File: config.mk
export PLATFORM = sky130hd
export DESIGN_NAME = distribucion_salida_tm
export DESIGN_NICKNAME = d
export VERILOG_FILES = /design/src/rtl/distribucion_salida_tm.sv
export SDC_FILE = /design/constraint.sdc
export NUM_CORES = 1
export LEC_CHECK = 0
export BUFFER_PORTS_ARGS = -buffer_cell sky130_fd_sc_hd__buf_2
export CORE_MARGIN = 4
export CORE_UTILIZATION = 40
export CTS_BUF_LIST = sky130_fd_sc_hd__clkbuf_16
export DETAILED_ROUTE_END_ITERATION = 8
export PLACE_DENSITY_LB_ADDON = 0.12
export SYNTH_ARGS = -nofsm -noshare
export SYNTH_HDL_FRONTEND = slang
export SYNTH_SLANG_ARGS = --single-unit
export TNS_END_PERCENT = 1
File: constraint.sdc
create_clock -name CLK_100MHz -period 2.7 [get_ports CLK_100MHz]
set_input_delay 0.135 -clock CLK_100MHz [delete_from_list [all_inputs] [get_ports CLK_100MHz]]
set_output_delay 0.135 -clock CLK_100MHz [all_outputs]
set_load 0.1 [all_outputs]
File: src/rtl/distribucion_salida_tm.sv
// Output distribution stage: routes the switching signal either to the buck
// gate or to the two full-bridge diagonal pairs. Every mode change, and every
// release from reset, is followed by a dead-time guard interval. In
// full-bridge mode each pwm_in edge inserts a dead time before the opposite
// diagonal is turned on. All outputs come straight from flops.
module distribucion_salida_tm #(
   parameter int unsigned DT_CYC = 50
) (
   input  logic       CLK_100MHz,
   input  logic       reset,
   input  logic       pwm_in,
   input  logic       select_salida,
   output logic       BUCK_Gate,
   output logic       FB_QA,
   output logic       FB_QB,
   output logic [1:0] modo_activo,
   output logic       dt_activo
);

   typedef enum logic [1:0] {
      OFF  = 2'b00,
      BUCK = 2'b01,
      FB   = 2'b10
   } state_t;

   localparam logic [7:0] CNT_LAST = 8'(DT_CYC - 1);

   localparam logic [1:0] MODO_OFF  = 2'b00;
   localparam logic [1:0] MODO_BUCK = 2'b01;
   localparam logic [1:0] MODO_FB   = 2'b10;

   state_t     state;
   logic [7:0] cnt;
   logic       sel_prev;
   logic       pwm_prev;

   // Input history used for edge detection on the selector and pwm_in.
   always_ff @(posedge CLK_100MHz) begin
      sel_prev <= select_salida;
      pwm_prev <= pwm_in;
   end

   // Main FSM. The guard counter is shared by all states; in FB the
   // registered dt_activo doubles as the "waiting for dead time" flag.
   always_ff @(posedge CLK_100MHz) begin
      if (reset) begin
         state       <= OFF;
         cnt         <= 8'd0;
         BUCK_Gate   <= 1'b0;
         FB_QA       <= 1'b0;
         FB_QB       <= 1'b0;
         modo_activo <= MODO_OFF;
         dt_activo   <= 1'b1;
      end else if (state != OFF && select_salida != sel_prev) begin
         state       <= OFF;
         cnt         <= 8'd0;
         BUCK_Gate   <= 1'b0;
         FB_QA       <= 1'b0;
         FB_QB       <= 1'b0;
         modo_activo <= MODO_OFF;
         dt_activo   <= 1'b1;
      end else begin
         case (state)
            OFF: begin
               BUCK_Gate   <= 1'b0;
               FB_QA       <= 1'b0;
               FB_QB       <= 1'b0;
               modo_activo <= MODO_OFF;
               dt_activo   <= 1'b1;
               if (select_salida != sel_prev) begin
                  cnt <= 8'd0;
               end else if (cnt == CNT_LAST) begin
                  cnt       <= 8'd0;
                  dt_activo <= 1'b0;
                  if (select_salida) begin
                     state       <= FB;
                     modo_activo <= MODO_FB;
                     FB_QA       <= pwm_in;
                     FB_QB       <= ~pwm_in;
                  end else begin
                     state       <= BUCK;
                     modo_activo <= MODO_BUCK;
                  end
               end else begin
                  cnt <= cnt + 8'd1;
               end
            end
            BUCK: begin
               BUCK_Gate   <= pwm_in;
               FB_QA       <= 1'b0;
               FB_QB       <= 1'b0;
               modo_activo <= MODO_BUCK;
               dt_activo   <= 1'b0;
            end
            FB: begin
               BUCK_Gate   <= 1'b0;
               modo_activo <= MODO_FB;
               if (pwm_in != pwm_prev) begin
                  cnt       <= 8'd0;
                  FB_QA     <= 1'b0;
                  FB_QB     <= 1'b0;
                  dt_activo <= 1'b1;
               end else if (dt_activo) begin
                  if (cnt == CNT_LAST) begin
                     FB_QA     <= pwm_in;
                     FB_QB     <= ~pwm_in;
                     dt_activo <= 1'b0;
                  end else begin
                     cnt <= cnt + 8'd1;
                  end
               end else if (cnt != CNT_LAST) begin
                  cnt <= cnt + 8'd1;
               end
            end
            default: begin
               state       <= OFF;
               cnt         <= 8'd0;
               BUCK_Gate   <= 1'b0;
               FB_QA       <= 1'b0;
               FB_QB       <= 1'b0;
               modo_activo <= MODO_OFF;
               dt_activo   <= 1'b1;
            end
         endcase
      end
   end

endmodule
==> out/qor_table.md, run 1 <==
| Stage | Result | This run |
|---|---|---|
| pwr | Leak Pwr | 0.425 nW |
| cts | Deepest level of the CTS H-tree | 1 |
| yosys | Area fraction in compound gates after synthesis | 0.176 |
| sta | Setup TNS | 0 ps |
| global route | Remaining Overflow, GRT | 0 |
| sta | Unrepaired setup endpoints after global routing | false |
| yosys | Simple-gate share of the synthesized area | 0.239 |
| floorplanning | Initial core utilization | 0.436 |
| pwr | PwrDens | 529 nW/um2 |
| floorplanning | Area of the core | 2300 um2 |
| cts | Number of instances resized during post-cts repair | 0 |
| placement | HPWL reported at the end of detailed placement | 1510 um |
| drt | Vias per Instance | 5.20 |
| cts | TritonCTS clock tree | done |
| yosys | XOR/XNOR Fraction of Synth Area | 0.0687 |
| sta | Actual slew at the worst max-slew pin | 439 ps |
| cts | Clock transition at the registers of the reported paths | 50 ps |
| sta | # setup viols final | 0 |
| yosys | Register bit total from synthesis | 18 |
| floorplanning | Die height | 58.0 um |
| floorplanning | Die footprint | 3370 um2 |
| cts | Post-CTS setup buffer count | 0 |
| run status | Run status | finished clean |
| cts | Clk Latency, worst-skew pair | 250 ps |
| min path | HP Class | in2reg |
| yosys | Synthesized-area fraction occupied by adder cells | 0.100 |
| cells and area | Net count reported at finish | 133 |
| yosys | Proportion of synthesized chip area in sequential cells | 0.360 |
| drt | Starting DRC count in detailed routing | 16 |
| placement | Worst Setup Slack post-DPL | 999 ps |
| cells and area | Fillers | 240 |
| critical path | Critical path class | reg2reg |
| cts | CTS Buf Count | 3 |
| yosys | Cell area after synthesis | 1000 um2 |
| critical path | Kind of end point of the critical path | flip-flop |
| critical path | Arrival time worst endpoint | 1870 ps |
| drt | Remaining routing DRC violations | 0 |
| floorplanning | Num rows | 17 |
| yosys | Post-Syn Instances | 109 |
| critical path | Worst Setup Start Kind | flip-flop |
| critical path | Data required time at the worst endpoint | 2810 ps |
| global route | Vias in the first global route | 738 |
| critical path | Maximum net fanout on the critical path | 5 |
| placement | Routability congestion estimate from global placement | 0.843 |
| cells and area | Layout area overhead | 14.0% |
| yosys | Combinational family with the most area after synthesis | simple AND/OR/NAND/NOR gates |
| drt | Routed WL per cell | 13.6 um |
| global route | Largest net degree at the start of global routing | 12 |
| floorplanning | Die width | 58.0 um |
| drt | Detailed-route wire length | 2010 um |
| drt | Detailed-route via count | 769 |
| pwr | Maximum vdd ir drop | 0.298 mV |
| sta | Max-slew headroom at the worst pin | 0.700 |
| global route | Initial antenna violation count | 0 |
| cts | Sinks on the clock net | 18 |
| drt | Detailed-routing iteration count for the pre-antenna-repair pass | 4 |
| floorplanning | I/O Pins | 10 |
| cts | Number of buffers between clock root and the deepest sink | 2 |
| yosys | Synth warn | 0 |
| cts | Post-CTS Hold Fix Bufs | 0 |
| job | Max-capacitance violation count | 0 |
| sta | Post-route setup slack | 945 ps |
| placement | Number of port buffers | 9 |
| global route | Global-route wire length before repair | 3330 um |
| drt | Post-DRT Antenna Nets | 0 |
| sta | F_max | 570 MHz |
| yosys | Synthesized area divided by synthesized cell count | 9.18 um2 |
| cells and area | Antenna diode count | 0 |
| sta | Pins over their slew limit | 0 |
| global route | Overall Global Routing Usage | 0.127 |
| yosys | Synth unique cells | 40 |
| yosys | Post-synth net total | 121 |
| yosys | Multiplexer share of the synthesized area | 0.0113 |
| sta | Final critical delay including setup and external delays | 1760 ps |
| sta | Hold Vio Cnt, Final | 0 |
| sta | Final worst path period share | 0.650 |
| cts | CTS root buffer | clkbuf_16 |
| sta | Skew final | 1.84 ps |
| cells and area | Layout cells sized above 1 | 0.183 |
## worst max-delay path: stages, from the launching register on
cell,delay (ps)
dfxtp_1,420
ha_1,200
and4b_1,310
nand2_1,100
a2111oi_0,480
o21ai_1,120
## cells in the final DEF, fill, tap and decap left out, types with 3 or more instances in the layout
master	n
a21oi_1	6
ha_1	8
buf_2	9
clkbuf_16	3
inv_1	7
nand4b_1	3
nand2_1	6
o21ai_0	4
nor2_1	13
dfxtp_1	18
xnor2_1	4
## per-layer routing
metal / vias to the layer above / global-route usage / share of wire
met4: 0 / 0.0397 / 0.0060
met3: 2 / 0.0290 / 0.032
met5: - / 0 / 0
met1: 348 / 0.184 / 0.53
met2: 8 / 0.184 / 0.43
li1: 411 / - / -
## sequential cells by signal, indices dropped and copies added (netlist names)
name,count
modo_activo,2
BUCK_Gate,1
sel_prev,1
dt_activo,1
state,2
FB_QB,1
cnt,8
pwm_prev,1
FB_QA,1
## worst paths after layout
| path | start | end | slack [ps] | cells past startpoint |
|---|---|---|---|---|
| setup / recovery | cnt[0] | dt_activo | 940 | 5 |
| hold / removal | pwm_in | pwm_prev | 50 | 1 |
| setup reg to reg | cnt[0] | dt_activo | 940 | 5 |
| hold reg to reg | FB_QA | FB_QA | 470 | 1 |
## through the flow
step	hold WS, ps	power [mW]	cells	instance area (um2)	util
after detailed placement	301	0.313	144	1060	0.462
after CTS	44.2	0.614	148	1140	0.497
after floorplan	163	0.302	109	1000	-
after global routing	58.5	0.631	148	1140	0.497
after global placement	300	0.312	144	1060	0.462
final	48.4	0.604	148	1140	0.497
## kinds of logic (layout without fill, tap and decap cells)
logic type	after synthesis	after routing
XOR/XNOR	7	7
flip-flops	18	18
AO/OA/AOI/OAI	25	25
adder cells (fa/ha/maj)	8	8
multiplexers	1	1
buffers and inverters	9	20
AND/OR/NAND/NOR	41	41
## cell usage after synthesis
library cell / count / share of area
nand3_1: 2 / 0.010
nor2_4: 1 / 0.011
inv_1: 7 / 0.026
o21bai_2: 1 / 0.011
a211oi_2: 1 / 0.012
nand2_1: 6 / 0.022
dfxtp_1: 18 / 0.36
or3_4: 1 / 0.011
a311oi_1: 2 / 0.018
buf_6: 1 / 0.011
a21oi_1: 6 / 0.030
a2111oi_0: 1 / 0.0088
mux2_2: 1 / 0.011
nand4_1: 2 / 0.012
and4b_1: 1 / 0.010
o21ba_2: 1 / 0.010
nor3_4: 1 / 0.016
a31oi_1: 2 / 0.012
o21ai_1: 1 / 0.0050
o211ai_1: 1 / 0.0075
nand4b_1: 3 / 0.026
nor3_1: 2 / 0.010
ha_1: 8 / 0.10
a22o_1: 2 / 0.018
o21ai_0: 4 / 0.020
xor2_1: 2 / 0.018
nor2_1: 13 / 0.049
nor2b_1: 2 / 0.012
o22ai_1: 1 / 0.0063
nor4_1: 2 / 0.012
buf_4: 1 / 0.0075
or3_1: 1 / 0.0063
a21o_2: 1 / 0.0088
or2b_2: 1 / 0.0088
xnor2_2: 1 / 0.016
nand3b_1: 1 / 0.0075
nand2b_1: 1 / 0.0063
o22a_1: 1 / 0.0088
xnor2_1: 4 / 0.035
and3_1: 1 / 0.0063
## area by class of cell
class / instances / area (um2) / area share
inverter: 7 / 26.3 / 0.0230
sequential: 18 / 360 / 0.316
clock inverter: 1 / 3.75 / 0.00329
timing repair buffer: 9 / 45.0 / 0.0395
tap: 28 / 35.0 / 0.0307
multi-input combinational: 82 / 596 / 0.522
clock buffer: 3 / 75.1 / 0.0658
## power by group
part	leakage, nW	internal [mW]	switching, mW	total (mW)
combinational	0.240	0.0138	0.0187	0.0324
sequential	0.146	0.270	0.00513	0.275
clock	0.0385	0.197	0.0996	0.296
Power figures use the tool's default switching activity.
==> inputs of run 2 (changes only) <==
--- a/config.mk
+++ b/config.mk
@@ -5,6 +5,7 @@
 export SDC_FILE = /design/constraint.sdc
 export NUM_CORES = 1
 export LEC_CHECK = 0
+export ABC_AREA = 1
 export BUFFER_PORTS_ARGS = -buffer_cell sky130_fd_sc_hd__buf_2
 export CORE_MARGIN = 4
 export CORE_UTILIZATION = 40
==> constraint.sdc (replaced) <==
create_clock -name CLK_100MHz -period 1.62 [get_ports CLK_100MHz]
set_input_delay 0.081 -clock CLK_100MHz [delete_from_list [all_inputs] [get_ports CLK_100MHz]]
set_output_delay 0.081 -clock CLK_100MHz [all_outputs]
set_load 0.1 [all_outputs]
==> run 2 against run 1 <==
Combinational power grew 110%. Sequential cell count stayed put. First-iteration DRC count grew 19%. Worst setup slack worse by 780 ps. Non-clock buffer count is 5 higher. Die area increased by 1.5%. Final cell count rose by 32%. Core utilization is 1.3 points higher. Critical path type unchanged. Largest power group unchanged.
==> out/qor_table.md, run 2 <==
| Stage | Result | This run | vs previous |
|---|---|---|---|
| global route | Global-route wire length before repair | 3330 um | unchanged |
| drt | Remaining routing DRC violations | 0 | unchanged |
| pwr | Portion of total power attributed to sequential cells | 0.454 | was 0.455 |
| cells and area | Layout cells sized above 1 | 0.206 | was 0.183 |
| sta | Pins over their slew limit | 0 | unchanged |
| cells and area | Largest reg by FF count | cnt | unchanged |
| global route | Met3 global-route usage | 0.0461 | was 0.0290 |
| critical path | Maximum net fanout on the critical path | 5 | unchanged |
| floorplanning | Initial core utilization | 0.415 | was 0.436 |
| yosys | Proportion of netlist area held by the largest area contributor | 0.354 | was 0.360 |
| cells and area | Biggest registers after layout | cnt: 8 flops, modo_activo: 2 flops, state: 2 flops | unchanged |
| cts | CTS Buf Count | 3 | unchanged |
| floorplanning | Num rows | 18 | was 17 |
| yosys | Post-Syn Instances | 147 | was 109 |
| drt | Starting DRC count in detailed routing | 19 | was 16 |
| drt | Detailed-routing iteration count for the pre-antenna-repair pass | 5 | was 4 |
| placement | Routability congestion estimate from global placement | 0.816 | was 0.843 |
| yosys | Area contributors post-synth | dfxtp_1, nand2_1, inv_1 | was dfxtp_1, ha_1, nor2_1 |
| sta | Actual slew at the worst max-slew pin | 485 ps | was 439 ps |
| yosys | Ys async rst share | 0 | unchanged |
| sta | Final worst path period share | 0.900 | was 0.650 |
| cells and area | Post-route cell area | 1250 um2 | was 1140 um2 |
| cells and area | Commonest non-fill, non-tap cell in the layout | nand2_1 | was dfxtp_1 |
| yosys | Synthesized area divided by synthesized cell count | 6.93 um2 | was 9.18 um2 |
| yosys | Cell area after synthesis | 1020 um2 | was 1000 um2 |
| critical path | Number of buffers and inverters on the critical path | 3 | was 0 |
| global route | Largest net degree at the start of global routing | 10 | was 12 |
| floorplanning | Die height | 58.5 um | was 58.0 um |
| cts | Deepest level of the CTS H-tree | 1 | unchanged |
| cells and area | Layout area overhead | 22.9% | was 14.0% |
| sta | # setup viols final | 0 | unchanged |
| drt | Detailed-route via count | 916 | was 769 |
| sta | Hold Vio Cnt, Final | 0 | unchanged |
| critical path | Cell at the slowest stage of the critical path | dfxtp_1 | was a2111oi_0 |
| cells and area | Fillers | 244 | was 240 |
| cells and area | Antenna diode count | 0 | unchanged |
| yosys | Largest area contributor in the synthesized netlist | dfxtp_1 | unchanged |
| yosys | Synth warn | 0 | unchanged |
| global route | Overall Global Routing Usage | 0.128 | was 0.127 |
| placement | Number of port buffers | 9 | unchanged |
| cts | TritonCTS clock tree | done | unchanged |
| sta | Skew final | 2.73 ps | was 1.84 ps |
| floorplanning | Die width | 58.5 um | was 58.0 um |
| critical path | Arrival time worst endpoint | 1640 ps | was 1870 ps |
| critical path | Category of cells accounting for the largest share of critical-path delay | simple AND/OR/NAND/NOR gates | was compound AO/OA/AOI/OAI gates |
| yosys | Most frequently used cell type in the post-synthesis netlist | nand2_1 | was dfxtp_1 |
| drt | Post-DRT Antenna Nets | 0 | unchanged |
| drt | Vias per Instance | 4.70 | was 5.20 |
| critical path | Delay of the slowest cell on the worst path | 390 ps | was 480 ps |
| pwr | Maximum vdd ir drop | 0.780 mV | was 0.298 mV |
| floorplanning | I/O Pins | 10 | unchanged |
| run status | Run status | finished clean | unchanged |
| placement | HPWL reported at the end of detailed placement | 1500 um | was 1510 um |
| critical path | Kind of end point of the critical path | flip-flop | unchanged |
| pwr | Clock group share of total power | 0.478 | was 0.491 |
| yosys | Dominant synthesized flop cell | dfxtp_1 | unchanged |
| cells and area | Leading cell types in the layout, fill and taps excluded | nand2_1, inv_1, dfxtp_1, nor2_1 | was dfxtp_1, nor2_1, buf_2, ha_1, inv_1 |
| min path | HP Class | in2reg | unchanged |
| global route | Initial antenna violation count | 0 | unchanged |
| job | Max-capacitance violation count | 0 | unchanged |
| floorplanning | Die footprint | 3420 um2 | was 3370 um2 |
| yosys | Proportion of synthesized chip area in sequential cells | 0.354 | was 0.360 |
| drt | Routed WL per cell | 10.4 um | was 13.6 um |
| yosys | Register bit total from synthesis | 18 | unchanged |
| global route | Layer carrying the most global-route usage | met2 | was met1 |
| global route | Met1 layer usage reported by global route | 0.173 | was 0.184 |
| critical path | Critical path class | reg2reg | unchanged |
| sta | Max-slew headroom at the worst pin | 0.679 | was 0.700 |
| cts | Clock transition at the registers of the reported paths | 50 ps | about the same |
| pwr | Leak Pwr | 0.581 nW | was 0.425 nW |
| yosys | Post-synth net total | 159 | was 121 |
| cells and area | Flip-flop count of the largest register, all copies and words added | 8 | unchanged |
| yosys | Synth unique cells | 22 | was 40 |
| pwr | Cell internal power dissipation | 801 uW | was 480 uW |
| pwr | Overall power | 1.00 mW | was 604 uW |
| cells and area | Net count reported at finish | 179 | was 133 |
| yosys | Number of flops mapped to enable cells by yosys | 0 | unchanged |
| pwr | Proportion of power drawn by combinational gates | 0.068 | was 0.054 |
| global route | Remaining Overflow, GRT | 0 | unchanged |
| critical path | Data required time at the worst endpoint | 1800 ps | was 2810 ps |
| global route | Met2 usage | 0.183 | was 0.184 |
| pwr | Net Sw Frac | 0.203 | was 0.204 |
| global route | Vias in the first global route | 779 | was 738 |
| pwr | PwrDens | 803 nW/um2 | was 529 nW/um2 |
| floorplanning | Area of the core | 2450 um2 | was 2300 um2 |
| cts | CTS root buffer | clkbuf_16 | unchanged |
| sta | Smallest hold slack | 155 ps | was 48.4 ps |
| pwr | Reported net switching power | 204 uW | was 123 uW |
| sta | Final critical delay including setup and external delays | 1460 ps | was 1760 ps |
| sta | F_max | 686 MHz | was 570 MHz |
| critical path | CP cell instances | inv_2 -> ha_4 -> inv_1 -> nor2_4 -> nand3_4 -> nand2_4 -> nor2_1 -> nand2_1 -> nand2_1 -> inv_1 -> nor2_1 | was ha_1 -> and4b_1 -> nand2_1 -> a2111oi_0 -> o21ai_1 |
| cts | Clk Latency, worst-skew pair | 250 ps | about the same |
| placement | Instance area at placement | 1110 um2 | was 1060 um2 |
| critical path | Worst Setup Start Kind | flip-flop | unchanged |
| yosys | Most frequent cells after synthesis | nand2_1, inv_1, dfxtp_1, nor2_1, a21oi_1 | was dfxtp_1, nor2_1, ha_1, inv_1 |
| cts | Number of buffers between clock root and the deepest sink | 2 | unchanged |
| cts | Sinks on the clock net | 18 | unchanged |
| drt | Detailed-route wire length | 2030 um | was 2010 um |
[run 2: changes by cell type after synthesis, moves of 3 or more]
cell      change
nand2_2       +3
inv_2         +3
nor2_2        +3
inv_1        +20
nand4b_1      -3
xnor2_1       -4
nand2_1      +28
nand3_1       +5
a21oi_1       +3
[run 2: final cells by class]
class	instances	area [um2]	area share
Clock buffer	3	75.1	0.0600
Inverter	30	113	0.0900
Sequential cell	18	362	0.289
Tap cell	30	37.5	0.0300
Multi-Input combinational cell	100	577	0.461
Timing Repair Buffer	14	87.6	0.0700
[run 2: timing repair]
item / 4_1_cts / 5_1_grt
endpoints found under the hold margin: 2 / 0
hold buffers: 2 / 0
resized for setup: 0 / 8
buffers inserted: 0 / 2
setup endpoints to repair: 0 / 5
[run 2: power by group through the flow]
| stage | Combinational (mW) | Sequential (mW) | Clock, mW |
|---|---|---|---|
| 6_report | 0.0684 | 0.456 | 0.480 |
| 5_1_grt | 0.0787 | 0.456 | 0.508 |
| 4_1_cts | 0.0671 | 0.456 | 0.495 |
| 3_5_place_dp | 0.0631 | 0.465 | 0 |
| 3_3_place_gp | 0.0623 | 0.465 | 0 |
| 2_1_floorplan | 0.0444 | 0.464 | 0 |
[run 2: worst paths after layout]
path | from | to | slack [ps] | cells past startpoint
min | pwm_in | BUCK_Gate | 160 | 3
min reg2reg | FB_QA | FB_QA | 460 | 2
max reg2reg | state[0] | cnt[5] | 160 | 11
max | state[0] | cnt[5] | 160 | 11
[run 2: kinds of logic after synthesis]
logic type,Yosys count,synth area share
AO/OA/AOI/OAI,18,0.0958
XOR/XNOR,1,0.00860
adder cells (fa/ha/maj),8,0.0983
buffers and inverters,30,0.111
flip-flops,18,0.354
AND/OR/NAND/NOR,72,0.333
[run 2: layer usage]
metal / up-vias / share of wire / wire (um)
li1: 491 / - / -
met1: 403 / 0.50 / 1020
met2: 18 / 0.43 / 869
met3: 4 / 0.054 / 109
met4: 0 / 0.015 / 31
met5: - / 0 / 0
[run 2: worst min-delay path, delay by kind of cell]
family,cells,cell delay (ps)
buffers and inverters,2,210
AND/OR/NAND/NOR,1,60
[run 2: per-stage QoR]
stage / TNS (ps) / cells / setup slack [ps] / utilization
CTS: 0 / 192 / 78.9 / 0.490
global route: -3.37 / 195 / -3.37 / 0.510
finish: 0 / 195 / 162 / 0.510
detailed placement: 0 / 187 / 86.2 / 0.452
global placement: 0 / 187 / 149 / 0.452
floorplan: 0 / 147 / 36.6 / -
